<file path="src/rtl/conv_pkg.sv">
// Shared definitions for the 3-PE column row sequencer.
//   - CI_* : opcodes placed on ci_n when issuing a custom-instruction command.
//   - conv_state_e : sequencer state encoding.
package conv_pkg;

  localparam logic [2:0] CI_RESET  = 3'd0;
  localparam logic [2:0] CI_SEND_W = 3'd1;
  localparam logic [2:0] CI_SEND_I = 3'd2;
  localparam logic [2:0] CI_SEND_O = 3'd3;
  localparam logic [2:0] CI_GET_R  = 3'd4;

  typedef enum logic [2:0] {
    IDLE   = 3'd0,
    RST    = 3'd1,
    LOAD_W = 3'd2,
    FILL   = 3'd3,
    SEND_I = 3'd4,
    SEND_O = 3'd5,
    GET_R  = 3'd6,
    OUT    = 3'd7
  } conv_state_e;

endpackage

</file>
<file path="src/rtl/conv_window3.sv">
// 3-deep pixel shift window with its column (fill) counter.
//   clk, reset : clock and synchronous active-high reset
//   clear      : zero the column counter (frame start / row end)
//   shift      : accept din: w0<-w1, w1<-w2, w2<-din, col_cnt+1
//   w0..w2     : current window, w0 is the oldest pixel
//   col_cnt    : pixels accepted in the current row
module conv_window3 #(
  parameter int DataWidth = 32,
  parameter int RowLen    = 8
) (
  input  logic                          clk,
  input  logic                          reset,
  input  logic                          clear,
  input  logic                          shift,
  input  logic [DataWidth-1:0]          din,
  output logic [DataWidth-1:0]          w0,
  output logic [DataWidth-1:0]          w1,
  output logic [DataWidth-1:0]          w2,
  output logic [$clog2(RowLen+1)-1:0]   col_cnt
);

  localparam int ColW = $clog2(RowLen + 1);

  logic [DataWidth-1:0] w0_q, w0_d;
  logic [DataWidth-1:0] w1_q, w1_d;
  logic [DataWidth-1:0] w2_q, w2_d;
  logic [ColW-1:0]      col_cnt_q, col_cnt_d;

  always_comb begin
    w0_d      = w0_q;
    w1_d      = w1_q;
    w2_d      = w2_q;
    col_cnt_d = col_cnt_q;
    if (clear) begin
      // Stale window contents are harmless: three fresh pixels are
      // always shifted in before the next window is used.
      col_cnt_d = '0;
    end else if (shift) begin
      w0_d      = w1_q;
      w1_d      = w2_q;
      w2_d      = din;
      col_cnt_d = col_cnt_q + ColW'(1);
    end
  end

  always_ff @(posedge clk) begin
    if (reset) begin
      w0_q      <= '0;
      w1_q      <= '0;
      w2_q      <= '0;
      col_cnt_q <= '0;
    end else begin
      w0_q      <= w0_d;
      w1_q      <= w1_d;
      w2_q      <= w2_d;
      col_cnt_q <= col_cnt_d;
    end
  end

  assign w0      = w0_q;
  assign w1      = w1_q;
  assign w2      = w2_q;
  assign col_cnt = col_cnt_q;

endmodule

</file>
<file path="src/rtl/conv_row_sequencer.sv">
// Hardware master for the 3-PE column custom instruction. Loads a 3-tap
// kernel, forms 3-pixel windows within each row of a raster stream, runs
// each window through the PE column and streams one result per window.
//   clk, reset                 : clock, synchronous active-high reset
//   go                         : frame start pulse (IDLE only)
//   k_valid/k_ready/k_data     : kernel words tap0, tap1, tap2
//   px_valid/px_ready/px_data  : raster pixel stream
//   ci_start/ci_n/ci_dataa     : command to PE column, held until ci_done
//   ci_done/ci_result          : PE column response
//   res_valid/res_ready/res_data : result stream
//   busy                       : not IDLE
//   frame_done                 : pulse after the frame's last result is taken
module conv_row_sequencer #(
  parameter int DataWidth = 32,
  parameter int RowLen    = 8,
  parameter int NumRows   = 8
) (
  input  logic                 clk,
  input  logic                 reset,
  input  logic                 go,
  input  logic                 k_valid,
  output logic                 k_ready,
  input  logic [DataWidth-1:0] k_data,
  input  logic                 px_valid,
  output logic                 px_ready,
  input  logic [DataWidth-1:0] px_data,
  output logic                 ci_start,
  output logic [2:0]           ci_n,
  output logic [DataWidth-1:0] ci_dataa,
  input  logic                 ci_done,
  input  logic [DataWidth-1:0] ci_result,
  output logic                 res_valid,
  input  logic                 res_ready,
  output logic [DataWidth-1:0] res_data,
  output logic                 busy,
  output logic                 frame_done
);

  import conv_pkg::*;

  localparam int ColW = $clog2(RowLen + 1);
  localparam int RowW = $clog2(NumRows + 1);

  conv_state_e          state_q, state_d;
  logic [1:0]           sub_q, sub_d;        // word index within LOAD_W / SEND_I
  logic [RowW-1:0]      row_q, row_d;
  logic [DataWidth-1:0] res_data_q, res_data_d;
  logic                 frame_done_q, frame_done_d;

  logic                 win_clear;
  logic                 win_shift;
  logic [DataWidth-1:0] w0, w1, w2;
  logic [ColW-1:0]      col_cnt;
  logic [ColW:0]        col_after;
  logic [RowW-1:0]      row_inc;

  conv_window3 #(
    .DataWidth (DataWidth),
    .RowLen    (RowLen)
  ) u_window (
    .clk     (clk),
    .reset   (reset),
    .clear   (win_clear),
    .shift   (win_shift),
    .din     (px_data),
    .w0      (w0),
    .w1      (w1),
    .w2      (w2),
    .col_cnt (col_cnt)
  );

  // Column count as it will be after the pixel accepted this cycle.
  assign col_after = {1'b0, col_cnt} + {{ColW{1'b0}}, 1'b1};
  assign row_inc   = row_q + RowW'(1);

  always_comb begin
    state_d      = state_q;
    sub_d        = sub_q;
    row_d        = row_q;
    res_data_d   = res_data_q;
    frame_done_d = 1'b0;
    win_clear    = 1'b0;
    win_shift    = 1'b0;
    ci_start     = 1'b0;
    ci_n         = CI_RESET;
    ci_dataa     = '0;
    k_ready      = 1'b0;
    px_ready     = 1'b0;

    case (state_q)
      IDLE: begin
        if (go) begin
          state_d   = RST;
          sub_d     = '0;
          row_d     = '0;
          win_clear = 1'b1;
        end
      end

      RST: begin
        ci_start = 1'b1;
        ci_n     = CI_RESET;
        if (ci_done) begin
          state_d = LOAD_W;
          sub_d   = '0;
        end
      end

      LOAD_W: begin
        // The kernel word rides straight through to the PE column and is
        // only consumed in the cycle the PE completes the command.
        k_ready = ci_done;
        if (k_valid) begin
          ci_start = 1'b1;
          ci_n     = CI_SEND_W;
          ci_dataa = k_data;
          if (ci_done) begin
            if (sub_q == 2'd2) begin
              state_d = FILL;
              sub_d   = '0;
            end else begin
              sub_d = sub_q + 2'd1;
            end
          end
        end
      end

      FILL: begin
        px_ready = 1'b1;
        if (px_valid) begin
          win_shift = 1'b1;
          if (col_after >= (ColW + 1)'(3)) begin
            state_d = SEND_I;
            sub_d   = '0;
          end
        end
      end

      SEND_I: begin
        ci_start = 1'b1;
        ci_n     = CI_SEND_I;
        case (sub_q)
          2'd0:    ci_dataa = w0;
          2'd1:    ci_dataa = w1;
          default: ci_dataa = w2;
        endcase
        if (ci_done) begin
          if (sub_q == 2'd2) begin
            state_d = SEND_O;
            sub_d   = '0;
          end else begin
            sub_d = sub_q + 2'd1;
          end
        end
      end

      SEND_O: begin
        ci_start = 1'b1;
        ci_n     = CI_SEND_O;
        if (ci_done) state_d = GET_R;
      end

      GET_R: begin
        // n=4 pops the accumulator, so it is only ever driven here.
        ci_start = 1'b1;
        ci_n     = CI_GET_R;
        if (ci_done) begin
          res_data_d = ci_result;
          state_d    = OUT;
        end
      end

      OUT: begin
        if (res_ready) begin
          state_d = FILL;
          if (col_cnt == ColW'(RowLen)) begin
            win_clear = 1'b1;
            row_d     = row_inc;
            if (row_inc == RowW'(NumRows)) begin
              frame_done_d = 1'b1;
              state_d      = IDLE;
            end
          end
        end
      end

      default: state_d = IDLE;
    endcase
  end

  always_ff @(posedge clk) begin
    if (reset) begin
      state_q      <= IDLE;
      sub_q        <= '0;
      row_q        <= '0;
      res_data_q   <= '0;
      frame_done_q <= 1'b0;
    end else begin
      state_q      <= state_d;
      sub_q        <= sub_d;
      row_q        <= row_d;
      res_data_q   <= res_data_d;
      frame_done_q <= frame_done_d;
    end
  end

  assign res_valid  = (state_q == OUT);
  assign res_data   = res_data_q;
  assign busy       = (state_q != IDLE);
  assign frame_done = frame_done_q;

endmodule

</file>
<file path="config.mk">
export PLATFORM = sky130hd
export DESIGN_NAME = conv_row_sequencer
export DESIGN_NICKNAME = d
export VERILOG_FILES = /design/src/rtl/conv_pkg.sv /design/src/rtl/conv_window3.sv /design/src/rtl/conv_row_sequencer.sv
export SDC_FILE = /design/constraint.sdc
export NUM_CORES = 1
export LEC_CHECK = 0
export CORE_ASPECT_RATIO = 2
export CORE_UTILIZATION = 35
export DETAILED_ROUTE_END_ITERATION = 8
export GPL_TIMING_DRIVEN = 1
export PLACE_DENSITY = 0.67
export SLEW_MARGIN = 40
export SYNTH_ARGS = -nofsm -noshare
export SYNTH_HDL_FRONTEND = slang
export SYNTH_SLANG_ARGS = --single-unit
</file>
<file path="constraint.sdc">
create_clock -name clk -period 3.1 [get_ports clk]
set_input_delay 0.465 -clock clk [delete_from_list [all_inputs] [get_ports clk]]
set_output_delay 0.465 -clock clk [all_outputs]
set_load 0.05 [all_outputs]
</file>
# Word level (Yosys, flattened, before mapping)
# Cells that the tools add are included.
# classes
add_sub_neg	4
muxes	43
bitwise	4
n_lt_le_gt_ge	1
n_reduce_logical	13
n_eq_ne	24
# ops
cell	count
32-bit one-hot mux with 2 select lines	2
3-bit two-way mux	12
32-bit two-way mux	1
3-bit one-hot mux with 8 select lines	1
2-bit inequality test (second input constant)	11
2-bit two-way mux	9
3-bit == test (second input constant)	4
4-bit two-way mux	3
3-bit one-hot mux with 4 select lines	1
12-bit AND reduction	1
1-bit two-way mux	10
2-bit one-hot mux with 5 select lines	1
4-bit by 1-bit adder with 4-bit output (second input constant)	2
4-bit == test (second input constant)	2
4-bit one-hot mux with 2 select lines	1
4-bit OR reduction	2
3-bit by 2-bit == test with 1-bit output (second input constant)	2
6-bit AND reduction	1
4-bit by 1-bit adder with 5-bit output (second input constant)	1
5-bit by 2-bit greater-or-equal comparator with 1-bit output (second input constant)	1
5-bit nonzero test	1
2-bit by 1-bit inequality test with 1-bit output (second input constant)	2
1-bit inverter	4
1-bit one-hot mux with 2 select lines	2
other kinds (11)	12
# totals
input_bits	103
out_inout_bits	73
ff_bits	142

# Longest topological paths before layout
# Gate-level depths: netlist of the first run.
# logic_depth
word_depth	6
ltp_mapped	8

# By module
# Synthesis of the first run repeated with hierarchy kept, for this count alone.
# unflattened
cells_unflattened	821
area_unflattened_um2	6363.6
# by_module_without_submodules
mod	cells_per_inst	area_each_um2	instances
conv_window3	434	3492.1	1
conv_row_sequencer	387	2871.5	1

# Worst setup path before layout of the first run
# OpenSTA, ideal clock, no wires.
# synth_timing
kind	flip-flop to output port
from	register state_q[1]
to	output port ci_dataa[10]
stages_incl_launch_ff	7
setup_slack_ns	0.292
n_path_buf	3
arrival_ns	2.343
path_cell_list	dfxtp_1 -> buf_2 -> nor2b_1 -> and2_1 -> clkbuf_1 -> clkbuf_1 -> a22o_1
# synth_via
elab_chain_cells	2
elab_cells_between_ends	3
classes_between	eq/ne (2); mux (1)
# synth_lines
element	line	source
start: declaration	conv_row_sequencer.sv:44	conv_state_e state_q, state_d;
start signal: assignment	conv_row_sequencer.sv:199	state_q <= state_d;
3-bit == test / 3-bit by 2-bit == test with 1-bit output (equally long branches)	conv_row_sequencer.sv:90	case (state_q)
32-bit one-hot mux with 2 select lines *	conv_row_sequencer.sv:90	
end: declaration	conv_row_sequencer.sv:29	output logic [DataWidth-1:0] ci_dataa,
# Mark *: on every way between the ends. The rest lies on a longest branch, timed or not.

# Worst setup path after layout of the first run
# layout_timing
from	register state_q[0]
to	output port px_ready
# layout_via
elab_chain_cells	2
# layout_lines
element	line	source
3-bit by 2-bit == test with 1-bit output	conv_row_sequencer.sv:90	
1-bit two-way mux	conv_row_sequencer.sv:90	
end: declaration	conv_row_sequencer.sv:25	output logic px_ready,
# Every way passes these cells.

==> results by group, run 1 <==
Final layout
  • Fill count: approximately 1700
  • Nets@finish: 1067
  • Area Growth Syn to Fin: 45.2%
  • Share of layout cells above drive strength 1: 0.0863
  • Final instance area: just over 0.009 mm²
  • Most frequent cells in the layout: nand2_1, a21oi_1, clkdlybuf4s50_1
  • ANT cells: 0
  • Most common cell after layout, fill and taps aside: nand2_1

Placed design
  • Post-Place Cell Area: around 0.0085 mm²
  • Routability cong.: between 0.7 and 0.8
  • HPWL reported at the end of detailed placement: 11.5 mm
  • IO Port Bufs: ~180

Timing
  • Slew @ Worst Pin: between 600 and 700 ps
  • Post-layout min period: 2800 ps
  • Clock Skew: approximately 5.9 ps
  • Pins Over Slew Limit: 0
  • Fmax: 0.357 GHz
  • Sum Neg Setup Slack: 0 ps
  • Final Hold Viols: 0
  • Final cycle utilization of the critical path: 0.903
  • Relative slew slack: 0.552
  • RSZ-0062 raised after global routing: false
  • Finish-stage setup viols: 0

Die
  • Starting Density: 0.359
  • # rows: 68
  • I/O pins: about 180
  • Core area: approximately 0.017 mm²
  • Die area: roughly 0.018 mm²
  • Die H: 191 µm
  • Die Wd: about 96 µm

Route
  • Routed vias/inst: between 5 and 6
  • DRT Wirelength: ~17 mm
  • Vias post-DR: roughly 6000
  • Drt first pass iters: 4
  • Post-DRT Antenna Nets: 0
  • DRT iter0 DRCs: 256
  • # DRC: 0
  • Mean routed wirelength per cell: 14.3 µm

Clock network
  • TritonCTS buffer count: 17
  • Worst skew pair latency: 420 ps
  • Cts hold-fix bufs: 0
  • Root cell of the clock tree: clkbuf_16
  • # H-tree levels: 4
  • # clock sinks: about 140
  • Clock transition at the registers of the reported paths: 60 ps
  • PostCTS Resize Cnt: 0
  • Setup repair bufs after CTS: 0
  • CTS tree: yes
  • Max clock buf depth: 2

Worst hold path
  • Hold Crit Class: primary input to flip-flop
  • Min-Delay Path Depth: 2
  • Critical hold path startpoint: reset

Logic synthesis
  • Cells after Synth: about 820
  • Synth Flop Type: dfxtp_1
  • Mean Syn Cell Area: 7.58 µm²
  • Synth Register Bits: 142
  • Post-synth net total: roughly 930
  • Post-synthesis async set-or-reset flop share: 0
  • Synth cell types: 45
  • Sequential fraction of the synthesis area: 0.456
  • Post-synth EDFFs: 0
  • Mapped Area: 0.00623 mm²
  • Yosys Warn Count: 0

Global routing
  • First-pass GRT wire length: 27.4 mm
  • Vias in the first global route: approximately 5700
  • GRT Overall Usage: 0.193
  • Largest net degree at the start of global routing: 74
  • Grt ovf: 0
  • Antenna violations before repair: 0

Pwr
  • Max VDD drop: slightly below 0.4 mV
  • Cell Pwr Density: between 400 and 500 mW/mm²
  • Leakage Power: ~0.0030 µW

Worst setup path
  • FF-to-FF End: u_window.w2[24]
  • Arrival time worst endpoint: roughly 2300 ps
  • Worst Setup EP: px_ready
  • Crit Path Max Fanout: 17
  • Slowest stage delay, CP: roughly 870 ps
  • Stages on the worst setup path: 2
  • Bufs and invs on worst path: 1
  • Delay-heaviest family, CP: buffers and inverters
  • Worst setup EP type: output pin
  • Worst Setup SP: state_q[0]
  • FF-to-FF path depth: 5
  • Critical path class: flip-flop to output pin
  • Critical Path RT: about 2600 ps
  • Crit path cell chain: and3b_1 > clkdlybuf4s50_1
  • R2R Path Start: state_q[0]
  • Slowest cell on crit path: clkdlybuf4s50_1
  • CP startpoint kind: flip-flop
  • R2r setup slk: 890 ps

Run status
  • Status: complete, no violations

Flow run
  • Max Cap Viol: 0
[cell families after synthesis]
kind of cell	Yosys count	synth area share
multiplexers	33	0.0530
flip-flops	142	0.456
XOR/XNOR	5	0.00702
AO/OA/AOI/OAI	227	0.210
adder cells (fa/ha/maj)	4	0.00803
AND/OR/NAND/NOR	338	0.218
buffers and inverters	73	0.0488
[sequential cells by signal, indices dropped and copies added (netlist names)]
signal	flops
sub_q	2
u_window.w1	32
u_window.w2	32
frame_done	1
res_data	32
state_q	3
row_q	4
u_window.col_cnt	4
u_window.w0	32
[cells in the mapped netlist (all sizes together) (2+ instances only)]
| cell type | n | area (µm²) |
|---|---|---|
| and3 | 4 | 30.0 |
| nand2b | 3 | 18.8 |
| xor2 | 4 | 35.0 |
| nand2 | 299 | 1120 |
| or4 | 2 | 15.0 |
| ha | 4 | 50.1 |
| a311oi | 2 | 17.5 |
| and2 | 3 | 18.8 |
| a211oi | 3 | 22.5 |
| nand4 | 2 | 12.5 |
| buf | 31 | 146 |
| a22o | 32 | 280 |
| a21oi | 141 | 706 |
| nor2 | 5 | 18.8 |
| nand3 | 3 | 15.0 |
| a21boi | 2 | 15.0 |
| o21ai | 37 | 185 |
| mux2i | 33 | 330 |
| nor3 | 8 | 40.0 |
| nor2b | 3 | 18.8 |
| inv | 4 | 15.0 |
| a21o | 2 | 15.0 |
| dfxtp | 142 | 2840 |
| clkbuf | 38 | 143 |
[how the worst min path moves through the flow]
stage	endpoint	slack [ps]
6_report	res_data[5]	430
3_3_place_gp	res_data[15]	440
4_1_cts	u_window.w0[26]	450
5_1_grt	res_data[4]	420
3_5_place_dp	res_data[28]	450
2_1_floorplan	u_window.w0[0]	440
[final cells by class]
cell class,count,area [µm²],area share
clock inverters,13,141,0.0156
clock buffers,19,433,0.0478
repair buffers,188,2250,0.249
multi-input cells,607,3100,0.343
well taps,210,263,0.0290
flip-flops and latches,142,2850,0.314
inverters,4,15.0,0.00166
[power breakdown]
part	switching (µW)	internal, µW	total (µW)
Clock	810	1190	2000
Sequential	42.4	1840	1880
Combinational	275	275	549
[metal layers]
layer  GRT usage  wire (µm)
met5           0          0
met4      0.0713        297
met3      0.0478        755
met2       0.366       9550
met1       0.195       6350
[metrics by stage]
step	util	hold WS [ps]	cells	worst slack, ps	power, µW
floorplan	-	436	822	292	2190
global placement	0.487	440	1150	554	2470
detailed placement	0.487	446	1150	553	2470
CTS	0.520	454	1182	286	4480
global route	0.522	424	1183	196	4600
finish	0.522	434	1183	301	4430
No activity file was read; power rests on OpenSTA's default activity.
==> run 2: changes to the inputs <==
Settings changed: CTS_BUF_LIST from default to sky130_fd_sc_hd__clkbuf_16, SKIP_LAST_GASP from default to 1.
==> run 2 against run 1 <==
  * First-iteration DRC count unchanged
  * Count of clock-buffer cells in the layout down 2
  * Critical path type unchanged
  * Core utilization unchanged
  * Total power down 0.14%
  * Sequential share of layout area unchanged
  * Worst hold slack about the same
  * Critical path depth unchanged
  * Setup slack about the same
  * Fmax about the same
  * Non-clock buffer count unchanged
==> results by group, run 2 (same netlist as run 1, synthesis figures left out) <==
Clock network
  • PostCTS Resize Cnt: 0 (unchanged)
  • Clock transition at the registers of the reported paths: 60 ps (about the same)
  • Max clock buf depth: 2 (unchanged)
  • CTS tree: yes
  • # clock sinks: 142 (unchanged)
  • # H-tree levels: 4 (unchanged)
  • Setup repair bufs after CTS: 0 (unchanged)
  • TritonCTS buffer count: 17 (unchanged)
  • Cts hold-fix bufs: 0 (unchanged)
  • Worst skew pair latency: 420 ps (about the same)
  • Root cell of the clock tree: clkbuf_16

Timing
  • RSZ-0062 raised after global routing: false
  • Clock Skew: 5.87 ps (unchanged)
  • Pins Over Slew Limit: 0 (unchanged)
  • Final Hold Viols: 0 (unchanged)
  • Final WS setup: 301 ps (+0.00800 ps)
  • Fmax: 0.357 GHz (about the same)
  • Relative slew slack: 0.552 (about the same)
  • Finish-stage setup viols: 0 (unchanged)
  • Fin Hold WS: 434 ps (-0.0950 ps)
  • Sum Neg Setup Slack: 0 ps (unchanged)
  • Post-layout min period: 2800 ps (-0.00800 ps)
  • Final cycle utilization of the critical path: 0.903 (about the same)
  • Slew @ Worst Pin: 672 ps (+0.00244 ps)

Final layout
  • Share of layout cells above drive strength 1: 0.0863 (unchanged)
  • Final core utilization: 0.522 (unchanged)
  • Most frequent cells in the layout: nand2_1, a21oi_1, clkdlybuf4s50_1
  • ANT cells: 0 (unchanged)
  • Most common cell after layout, fill and taps aside: nand2_1
  • Area Growth Syn to Fin: 45.2% (unchanged)
  • Nets@finish: 1067 (unchanged)

Pwr
  • Leakage Power: 0.00300 µW (+0.28%)
  • Sw frac: 0.255 (+0.000446)
  • Psw: 1130 µW (about the same)
  • Max VDD drop: 0.392 mV (about the same)
  • Cell Pwr Density: 488 mW/mm² (-0.14%)
  • Sequential share of power: 0.425 (about the same)
  • Clock Power Share: 0.450 (about the same)
  • Combinational share of power: 0.124 (about the same)
  • Internal power: 3290 µW (-0.20%)

Global routing
  • GRT Overall Usage: 0.193 (unchanged)
  • Vias in the first global route: 5687 (unchanged)
  • Largest net degree at the start of global routing: 74 (unchanged)
  • Antenna violations before repair: 0 (unchanged)
  • First-pass GRT wire length: 27.4 mm (unchanged)
  • Grt ovf: 0 (unchanged)

Die
  • Die Wd: 96.4 µm (unchanged)
  • I/O pins: 176 (unchanged)
  • Die area: 0.0184 mm² (unchanged)
  • Starting Density: 0.359 (unchanged)
  • Die H: 191 µm (unchanged)
  • Core area: 0.0174 mm² (unchanged)
  • # rows: 68 (unchanged)

Worst setup path
  • Delay-heaviest family, CP: buffers and inverters
  • Worst Setup EP: px_ready
  • Stages on the worst setup path: 2 (unchanged)
  • Crit Path Max Fanout: 17 (unchanged)
  • Critical Path RT: 2630 ps (about the same)
  • FF-to-FF End: u_window.w2[24]
  • Slowest stage delay, CP: 870 ps (about the same)
  • Worst setup EP type: output pin
  • CP startpoint kind: flip-flop
  • Crit path cell chain: and3b_1 > clkdlybuf4s50_1
  • Arrival time worst endpoint: 2330 ps (about the same)
  • Critical path class: flip-flop to output pin
  • R2R Path Start: state_q[0]
  • R2r setup slk: 890 ps (about the same)
  • Worst Setup SP: state_q[0]
  • FF-to-FF path depth: 5 (unchanged)
  • Bufs and invs on worst path: 1 (unchanged)
  • Slowest cell on crit path: clkdlybuf4s50_1

Placed design
  • Routability cong.: 0.772 (unchanged)
  • HPWL reported at the end of detailed placement: 11.5 mm (unchanged)
  • IO Port Bufs: 175 (unchanged)
  • Pre-CTS setup slack: 553 ps (unchanged)

Route
  • Post-DRT Antenna Nets: 0 (unchanged)
  • DRT Wirelength: 17.0 mm (about the same)
  • Routed vias/inst: 5.03 (unchanged)
  • Vias post-DR: 5945 (unchanged)
  • Mean routed wirelength per cell: 14.3 µm (about the same)
  • DRT iter0 DRCs: 256 (unchanged)
  • # DRC: 0 (unchanged)
  • Drt first pass iters: 4 (unchanged)

Worst hold path
  • Hold Crit Class: primary input to flip-flop

Flow run
  • Max Cap Viol: 0 (unchanged)

Run status
  • Status: complete, no violations
==> run 2: cell count changes in the layout (fill, tap and decap cells not counted), sizes merged <==
cell / change
inv: +2
clkbuf: -2
==> run 2: how the worst min path moves through the flow <==
stage                          startpoint         endpoint  slack (ps)  depth (start not counted)
after detailed placement     res_data[28]     res_data[28]         450                          2
after CTS                 u_window.w0[26]  u_window.w0[26]         450                          2
after floorplan            u_window.w0[0]   u_window.w0[0]         440                          2
after global routing                reset      res_data[4]         420                          2
final                               reset      res_data[5]         430                          2
after global placement       res_data[15]     res_data[15]         440                          2
==> run 2: power groups by stage <==
stage                     Clock [µW]  Sequential [µW]  Combinational, µW
after global placement             0             1920                549
after floorplan                    0             1890                306
after CTS                       2040             1880                554
after detailed placement           0             1920                551
after global routing            2130             1880                586
final                           1990             1880                549
==> run 2: stage by stage <==
stage | instances | power, µW | cell area [µm²]
finish | 1183 | 4420 | 9050
global route | 1183 | 4600 | 9050
CTS | 1182 | 4470 | 9030
detailed placement | 1150 | 2470 | 8460
global placement | 1150 | 2470 | 8460
floorplan | 822 | 2190 | 6230
==> run 2: layer usage <==
metal | vias up | GRT usage | part of all wire
met2 | 116 | 0.366 | 0.56
met5 | - | 0 | 0
met1 | 2769 | 0.195 | 0.37
met3 | 20 | 0.0478 | 0.045
li1 | 3040 | - | -
met4 | 0 | 0.0713 | 0.018
==> run 2: area by class of cell <==
type                       count  area (µm²)
clock buffer                  17         425
clock inverter                15         149
fill                        1694        8300
inverter                       4        15.0
multi-input combinational    607        3100
sequential                   142        2850
tap                          210         263
timing repair buffer         188        2250
==> run 3: changes to the inputs <==
Settings changed: CORE_UTILIZATION 35 to 39, PLACE_DENSITY 0.67 to 0.72.
==> run 3 against run 2 <==
  * Die area fell by 10%
  * First-iteration DRC count shrank 18%
  * Sequential power about the same
  * Highest routed layer unchanged
==> results by group, run 3 (same netlist as run 1, synthesis figures left out) <==
Die
  • Core area: 0.0157 mm² (-9.6%)
  • Starting Density: 0.397 (+0.0380)
  • Die Wd: 91.4 µm (-5.2%)
  • I/O pins: 176 (unchanged)
  • Die H: 181 µm (-5.2%)
  • Die area: 0.0165 mm² (-10%)
  • # rows: 65 (-4.4%)

Timing
  • Slew @ Worst Pin: 591 ps (-81.4 ps)
  • Fmax: 0.352 GHz (-1.5%)
  • Final cycle utilization of the critical path: 0.917 (+0.0137)
  • Sum Neg Setup Slack: 0 ps (unchanged)
  • Post-layout min period: 2840 ps (+42.4 ps)
  • Relative slew slack: 0.606 (+0.0543)
  • RSZ-0062 raised after global routing: false
  • Finish-stage setup viols: 0 (unchanged)
  • Pins Over Slew Limit: 0 (unchanged)
  • Final Hold Viols: 0 (unchanged)
  • Clock Skew: 12.9 ps (+7.07 ps)

Global routing
  • Largest net degree at the start of global routing: 86 (+16%)
  • Vias in the first global route: 5585 (-1.8%)
  • GRT Overall Usage: 0.203 (+0.00983)
  • First-pass GRT wire length: 27.1 mm (-0.78%)
  • Antenna violations before repair: 1 (+1)
  • Grt ovf: 0 (unchanged)

Route
  • Mean routed wirelength per cell: 14.0 µm (-2.5%)
  • Drt first pass iters: 4 (unchanged)
  • # DRC: 0 (unchanged)
  • Vias post-DR: 5942 (-0.050%)
  • DRT iter0 DRCs: 209 (-18%)
  • DRT Wirelength: 16.4 mm (-3.0%)
  • Routed vias/inst: 5.05 (+0.46%)
  • Post-DRT Antenna Nets: 0 (unchanged)

Clock network
  • Worst skew pair latency: 410 ps (about the same)
  • TritonCTS buffer count: 17 (unchanged)
  • # H-tree levels: 4 (unchanged)
  • CTS tree: yes
  • Setup repair bufs after CTS: 0 (unchanged)
  • Root cell of the clock tree: clkbuf_16
  • Clock transition at the registers of the reported paths: 70 ps (about the same)
  • PostCTS Resize Cnt: 0 (unchanged)
  • Cts hold-fix bufs: 0 (unchanged)
  • # clock sinks: 142 (unchanged)
  • Max clock buf depth: 2 (unchanged)

Placed design
  • Post-Place Cell Area: 0.00844 mm² (-0.16%)
  • DP Cell Count: 1144 (-0.52%)
  • HPWL reported at the end of detailed placement: 11.1 mm (-3.5%)
  • IO Port Bufs: 175 (unchanged)
  • Routability cong.: 0.843 (+9.2%)

Final layout
  • Final instance area: 0.00904 mm² (-0.18%)
  • Nets@finish: 1069 (+0.19%)
  • Share of layout cells above drive strength 1: 0.0882 (+0.00187)
  • Multi-input gate area: 0.00310 mm² (unchanged)
  • Most common cell after layout, fill and taps aside: nand2_1
  • Area Growth Syn to Fin: 44.9%
  • Fill count: 1423 (-16%)
  • Most frequent cells in the layout: nand2_1, a21oi_1, clkdlybuf4s50_1
  • Register area: 0.00285 mm² (about the same)
  • Cell Count, Final, Fillers Out: 1177 (-0.51%)

Worst setup path
  • CP startpoint kind: flip-flop
  • Critical path class: flip-flop to output pin
  • R2R Path Start: state_q[0]
  • FF-to-FF End: u_window.w2[9]
  • Crit Path Max Fanout: 19 (+2)
  • FF-to-FF path depth: 5 (unchanged)
  • Worst setup EP type: output pin
  • Worst Setup SP: state_q[1]
  • Arrival time worst endpoint: 2380 ps (+50 ps)
  • Critical Path RT: 2630 ps (about the same)
  • Worst Setup EP: ci_start
  • R2r setup slk: 860 ps (-30 ps)

Run status
  • Status: complete, no violations

Pwr
  • Max VDD drop: 0.366 mV (-6.6%)
  • PnR Total Power: 4460 µW (+0.80%)
  • Cell Pwr Density: 493 mW/mm² (+0.99%)
  • Leakage Power: 0.00299 µW (-0.11%)

Flow run
  • Max Cap Viol: 0 (unchanged)

Worst hold path
  • Hold Crit Class: primary input to flip-flop
## run 3: cell types whose count changed in the layout (fill, tap and decap cells not counted)
cell	before	now
clkinv_4	3	1
clkinv_2	3	0
buf_12	39	36
inv_8	0	1
diode_2	0	1
dfxtp_2	2	1
dfxtp_4	0	1
clkinvlp_4	3	4
inv_6	2	5
buf_4	8	13
## run 3: critical path, cell delays in order (launching register included)
cell and delay [ps]:
dfxtp_1 650, nand2_1 200, a21boi_0 260, clkdlybuf4s50_1 850
## run 3: final cells by class
class                      count  share of cell area
clock buffer                  17              0.0471
sequential                   142               0.315
multi-input combinational    607               0.343
clock inverter                15              0.0179
timing repair buffer         190               0.247
antenna                        1            0.000277
tap                          201              0.0278
inverter                       4             0.00166
## run 3: power breakdown
group	internal, µW	switching (µW)
clock network	1200	829
logic	273	274
registers	1840	45.4
## run 3: worst min path at each step
stage	startpoint	to	slack, ps	cells past startpoint
floorplan	u_window.w0[0]	u_window.w0[0]	440	2
global placement	res_data[27]	res_data[27]	440	2
detailed placement	res_data[24]	res_data[24]	450	2
CTS	reset	row_q[0]	410	2
global route	reset	row_q[0]	420	2
finish	reset	row_q[0]	420	2
## run 3: per-stage QoR
step | setup WS, ps | utilization | hold slack [ps]
3_5_place_dp | 457 | 0.538 | 446
6_report | 259 | 0.576 | 420
5_1_grt | 131 | 0.576 | 417
3_3_place_gp | 457 | 0.538 | 441
2_1_floorplan | 292 | - | 436
4_1_cts | 259 | 0.575 | 411
## run 3: routing by layer
metal | vias to the layer above | track usage | part of all wire
li1 | 3046 | - | -
met1 | 2746 | 0.220 | 0.38
met2 | 132 | 0.374 | 0.55
met3 | 18 | 0.0434 | 0.045
met4 | 0 | 0.0800 | 0.019
met5 | - | 0 | 0
==> patch 1: new RTL, config.mk and constraints of run 3 <==
Re-encode `conv_state_e` (8 states) as Gray code, 3 bits wide.
--- a/src/rtl/conv_pkg.sv
+++ b/src/rtl/conv_pkg.sv
@@ -11,12 +11,12 @@
 
   typedef enum logic [2:0] {
-    IDLE   = 3'd0,
-    RST    = 3'd1,
-    LOAD_W = 3'd2,
-    FILL   = 3'd3,
-    SEND_I = 3'd4,
-    SEND_O = 3'd5,
-    GET_R  = 3'd6,
-    OUT    = 3'd7
+    IDLE   = 3'b000,
+    RST    = 3'b001,
+    LOAD_W = 3'b011,
+    FILL   = 3'b010,
+    SEND_I = 3'b110,
+    SEND_O = 3'b111,
+    GET_R  = 3'b101,
+    OUT    = 3'b100
   } conv_state_e;
 
Behaviour: no difference found for any inputs over 10 cycles, from zero or initial values and one cycle with reset high; not proved beyond that.
==> patch 1 against run 3 <==
  * Non-clock buffer count stayed put
  * Critical path depth is 3 higher
  * Setup slack better by 0.047 ns
  * Global-route usage is 0.15 points higher
  * Sequential cell count stayed put
  * Routed wire length is 3.3% higher
  * Synthesized area is 1.3% higher
  * Hold slack better by 0.031 ns
  * Die area is 1.3% higher
  * Sequential share of layout area is 0.47 points lower
  * Register-to-register slack better by 0.23 ns
  * Count of clock-buffer cells in the layout stayed put
  * Final area is 1.4% higher
  * Critical endpoint is now ci_dataa[15]
  * Highest routed layer unchanged
Power is not compared: it rests on default switching activity, and its combinational part moved more than twofold at a synthesized area within 25%.
==> patch 1: results (changes against run 3) <==
| Metric | Value |
|---|---|
| Run status | `completed (unchanged)` |
| Slew HR | `49.1% (was 60.6%)` |
| Post-synthesis net count | `967 (was 929)` |
| GRT met1 Usage | `21.9% (was 22.0%)` |
| Cells after DPL | `1181 (was 1144)` |
| Total routing resource utilization after global routing | `20.4% (was 20.3%)` |
| Highest fanout seen on the critical path | `18 (was 19)` |
| Drt first pass iters | `5 (was 4)` |
| Stage delay of the slowest cell on the critical path | `0.70 ns (was 0.85 ns)` |
| Post-synthesis sequential area ratio | `45.0% (was 45.6%)` |
| HPWL after detailed placement | `11.5 mm (was 11.1 mm)` |
| Category of cells accounting for the largest share of critical-path delay | `flip-flops (was buffers and inverters)` |
| Most numerous cell types in the synthesized netlist | `sky130_fd_sc_hd__nand2_1 (293), sky130_fd_sc_hd__a21oi_1 (166), sky130_fd_sc_hd__dfxtp_1 (142) (was sky130_fd_sc_hd__nand2_1 (299), sky130_fd_sc_hd__dfxtp_1 (142), sky130_fd_sc_hd__a21oi_1 (141))` |
| Number of design-rule violations left by the first detailed-router iteration | `261 (was 209)` |
| Met3 GRT Util | `3.85% (was 4.34%)` |
| Via count of the first global-routing pass | `5686 (was 5585)` |
| Post-CTS repair timing setup buffer count | `0 (unchanged)` |
| Critical-path cell with the highest stage delay | `sky130_fd_sc_hd__dfxtp_2 (was sky130_fd_sc_hd__clkdlybuf4s50_1)` |
| Wire length of the first global-routing pass | `27.3 mm (was 27.1 mm)` |
| Placer congestion estimate | `0.798 (was 0.843)` |
| Class of the tightest hold or removal check | `flip-flop to flip-flop (was input port to flip-flop)` |
| Largest cells by area after synthesis | `sky130_fd_sc_hd__dfxtp_1 (45%), sky130_fd_sc_hd__nand2_1 (17%), sky130_fd_sc_hd__a21oi_1 (13%) (was sky130_fd_sc_hd__dfxtp_1 (46%), sky130_fd_sc_hd__nand2_1 (18%), sky130_fd_sc_hd__a21oi_1 (11%))` |
| Share of post-route cells with drive strength above 1 | `9.29% (was 8.82%)` |
| Initial antenna violation count | `2 (was 1)` |
| Total via count after detailed routing | `6107 (was 5942)` |
| M2 GR Usage | `37.9% (was 37.4%)` |
| Total detailed-routing wirelength | `17.0 mm (was 16.4 mm)` |
| Depth of the most critical reg-to-reg path | `6 (was 5)` |
| Largest net degree at the start of global routing | `64 (was 86)` |
| Clock input transition at the sequential cells of the worst setup and hold paths | `0.06 ns` |
| Critical path data arrival time | `2.33 ns (was 2.38 ns)` |
| Mean number of vias per cell | `5.03 (was 5.05)` |
| Cells after synthesis | `856 (was 822)` |
| Final setup violation count | `0 (unchanged)` |
| Clock Skews | `0.0103 ns (was 0.0129 ns)` |
| Placed cell area | `8570 um^2 (was 8440 um^2)` |
| Count of distinct cell types in the synthesized netlist | `48 (was 45)` |
| Total Nets Final | `1110 (was 1069)` |
| Final ANT Viol Nets | `0 (unchanged)` |
-- patch 1: cell types whose count changed in the layout (fill, tap and decap cells not counted), moves of 3 or more --
cell                             run 3  this run
sky130_fd_sc_hd__nor2_1              5        39
sky130_fd_sc_hd__o21ai_0            27        38
sky130_fd_sc_hd__o21ai_1            10         0
sky130_fd_sc_hd__ha_1                4         8
sky130_fd_sc_hd__a21oi_1           141       166
sky130_fd_sc_hd__a22o_1             32         0
sky130_fd_sc_hd__nand2_1           298       292
sky130_fd_sc_hd__nand3_1             3         6
-- patch 1: final timing paths --
check / start / to / slack (ns)
setup / recovery: sub_q[0] / ci_dataa[15] / 0.31
hold / removal: res_data[4] / res_data[4] / 0.45
setup reg to reg: u_window.col_cnt[0] / state_q[1] / 1.09
hold reg to reg: res_data[4] / res_data[4] / 0.45
-- patch 1: routing by layer --
| metal | wire length [um] | share of wire [%] |
|---|---|---|
| met1 | 6700 | 39 |
| met5 | 0 | 0 |
| met4 | 493 | 2.9 |
| met3 | 660 | 3.9 |
| met2 | 9140 | 54 |
-- patch 1: worst reg2reg max path, cell delays in order, from the launching register on --
cell	delay (ns)
sky130_fd_sc_hd__dfxtp_1	0.39
sky130_fd_sc_hd__inv_1	0.10
sky130_fd_sc_hd__ha_1	0.31
sky130_fd_sc_hd__a2111o_1	0.48
sky130_fd_sc_hd__o211ai_1	0.35
sky130_fd_sc_hd__nor2_1	0.09
sky130_fd_sc_hd__a211oi_1	0.20
-- patch 1: area by class of cell --
cell class | count | area, um^2
Antenna cell | 2 | 5.00
Clock buffer | 17 | 425
Clock inverter | 15 | 160
Fill cell | 1449 | 6610
Inverter | 5 | 18.8
Multi-Input combinational cell | 643 | 3210
Sequential cell | 142 | 2850
Tap cell | 201 | 251
Timing Repair Buffer | 190 | 2240
-- patch 1: cell families (layout without fill, tap and decap cells) --
family / after synthesis / in the layout / synth area share, %
multiplexers: 34 / 34 / 5.41
XOR/XNOR: 5 / 5 / 0.693
flip-flops: 142 / 142 / 45.0
adder cells (fa/ha/maj): 8 / 8 / 1.58
AND/OR/NAND/NOR: 373 / 373 / 24.1
buffers and inverters: 71 / 227 / 4.42
other: 0 / 2 / 0
AO/OA/AOI/OAI: 223 / 223 / 18.8
-- patch 1: metrics by stage --
stage                     utilization [%]  setup WS (ns)  total power, mW
final                                58.1          0.306             5.07
after global placement               54.3          0.518             3.11
after detailed placement             54.3          0.505             3.12
after global routing                 58.1          0.125             5.29
after CTS                            58.0          0.273             5.12
after floorplan                         -          0.296             2.68
-- patch 1: power by group --
part	total (mW)	internal, mW	switching [mW]
Combinational	1.10	0.440	0.662
Clock	2.00	1.19	0.806
Sequential	1.97	1.90	0.0703
Total	5.07	3.53	1.54
==> patch 2: new RTL, config.mk and constraints of run 3 <==
Without the edit above. `DataWidth` is set to 32 in 2 places; all go to 36.
--- a/src/rtl/conv_window3.sv
+++ b/src/rtl/conv_window3.sv
@@ -6,5 +6,5 @@
 //   col_cnt    : pixels accepted in the current row
 module conv_window3 #(
-  parameter int DataWidth = 32,
+  parameter int DataWidth = 36,
   parameter int RowLen    = 8
 ) (
--- a/src/rtl/conv_row_sequencer.sv
+++ b/src/rtl/conv_row_sequencer.sv
@@ -12,5 +12,5 @@
 //   frame_done                 : pulse after the frame's last result is taken
 module conv_row_sequencer #(
-  parameter int DataWidth = 32,
+  parameter int DataWidth = 36,
   parameter int RowLen    = 8,
   parameter int NumRows   = 8
Interface: changed (5 resized); port bits go from 176 to 196. The function was not compared with the original's and may differ.
==> patch 2 against run 3 <==
  * Utilization is essentially flat
  * Routed wire length grew 11%
  * Fmax shrank 0.73%
  * Final area grew 10%
  * Synthesized area grew 12%
  * Hold slack gained 0.031 ns
  * Highest routed layer unchanged
  * Critical endpoint unchanged
  * Clock skew shrank 0.0058 ns
  * Clock power shrank 2%
  * Power grew 4.9%
  * Setup slack lost 0.021 ns
  * Sequential cell count grew 16
==> patch 2: results (changes against run 3) <==
| Metric | Value |
|---|---|
| Least-Margin Pin Slew | `0.794 ns (was 0.591 ns)` |
| Post-synthesis sequential area ratio | `45.4% (was 45.6%)` |
| Adder-cell share of the synthesized area | `0.718% (was 0.803%)` |
| Critical-path cell with the highest stage delay | `sky130_fd_sc_hd__dfxtp_1 (was sky130_fd_sc_hd__clkdlybuf4s50_1)` |
| Xor-xnor portion of the synthesized cell area | `0.628% (was 0.702%)` |
| Count of distinct cell types in the synthesized netlist | `50 (was 45)` |
| Share of post-route cells with drive strength above 1 | `8.81% (was 8.82%)` |
| Total routing resource utilization after global routing | `20.6% (was 20.3%)` |
| Category of cells accounting for the largest share of critical-path delay | `flip-flops (was buffers and inverters)` |
| Worst slack, placed | `0.540 ns (was 0.457 ns)` |
| Start point of the worst hold path | `res_data[18] (was reset)` |
| Leakage | `3.26 nW (was 2.99 nW)` |
| Total via count after detailed routing | `6571 (was 5942)` |
| Run status | `completed (unchanged)` |
| Diode insertion count for antenna repair | `0 (was 1)` |
| Number of design-rule violations left by the first detailed-router iteration | `251 (was 209)` |
| Via count of the first global-routing pass | `6245 (was 5585)` |
| Largest cells by area after synthesis | `sky130_fd_sc_hd__dfxtp_1 (45%), sky130_fd_sc_hd__nand2_1 (18%), sky130_fd_sc_hd__a21oi_1 (11%) (was sky130_fd_sc_hd__dfxtp_1 (46%), sky130_fd_sc_hd__nand2_1 (18%), sky130_fd_sc_hd__a21oi_1 (11%))` |
| Wire length of the first global-routing pass | `29.7 mm (was 27.1 mm)` |
| Most numerous cell types in the synthesized netlist | `sky130_fd_sc_hd__nand2_1 (335), sky130_fd_sc_hd__dfxtp_1 (158), sky130_fd_sc_hd__a21oi_1 (156) (was sky130_fd_sc_hd__nand2_1 (299), sky130_fd_sc_hd__dfxtp_1 (142), sky130_fd_sc_hd__a21oi_1 (141))` |
| Class of the tightest hold or removal check | `flip-flop to flip-flop (was input port to flip-flop)` |
| Peak supply drop | `0.430 mV (was 0.366 mV)` |
| Mux contribution to synthesized area | `5.31% (was 5.30%)` |
| Highest fanout seen on the critical path | `18 (was 19)` |
| Clock Skews | `0.00717 ns (was 0.0129 ns)` |
| Largest net degree at the start of global routing | `75 (was 86)` |
| Total of buffers placed on input and output ports | `195 (was 175)` |
| Compound-cell area share of the yosys netlist | `21.0% (about the same)` |
-- patch 2: path summary, 6_finish.rpt --
check | slack [ns] | depth (start not counted) | endpoint
max | 0.24 | 3 | ci_start
min | 0.45 | 2 | res_data[18]
max reg2reg | 0.91 | 5 | u_window.w0[18]
min reg2reg | 0.45 | 2 | res_data[18]
-- patch 2: where the power goes --
| group | switching (mW) | internal, mW |
|---|---|---|
| clock | 0.862 | 1.12 |
| sequential | 0.0417 | 2.04 |
| combinational | 0.309 | 0.306 |
| total | 1.21 | 3.47 |
-- patch 2: through the flow --
step | instance area, um^2 | std cells
2_1_floorplan | 6970 | 910
3_3_place_gp | 9420 | 1256
3_5_place_dp | 9420 | 1256
4_1_cts | 9980 | 1288
5_1_grt | 9980 | 1288
6_report | 9980 | 1288
-- patch 2: logic make-up after synthesis --
| group | count (synthesis) |
|---|---|
| AND/OR/NAND/NOR | 378 |
| AO/OA/AOI/OAI | 250 |
| flip-flops | 158 |
| buffers and inverters | 78 |
| multiplexers | 37 |
| XOR/XNOR | 5 |
| adder cells (fa/ha/maj) | 4 |
-- patch 2: final cells by class --
cell class | count | area [um^2]
Fill cell | 1607 | 7370
Inverter | 4 | 15.0
Clock inverter | 15 | 138
Multi-Input combinational cell | 674 | 3470
Clock buffer | 17 | 425
Tap cell | 210 | 263
Sequential cell | 158 | 3170
Timing Repair Buffer | 210 | 2510
-- patch 2: tightest hold or removal path, delay by kind of cell, from the launching register on --
kind	cells	cell delay, ns
AOI/OAI and AO/OA	1	0.05
DFF	1	0.31
and+or+nand+nor	1	0.05
-- patch 2: per-layer routing --
layer	share of wire (%)	global-route usage, %	routed length [um]	vias to the layer above
met2	54	38.3	9950	168
met5	0	0	0	-
met1	38	21.7	7000	2997
met4	2.5	8.54	458	0
met3	4.9	3.86	891	28
li1	-	-	-	3378
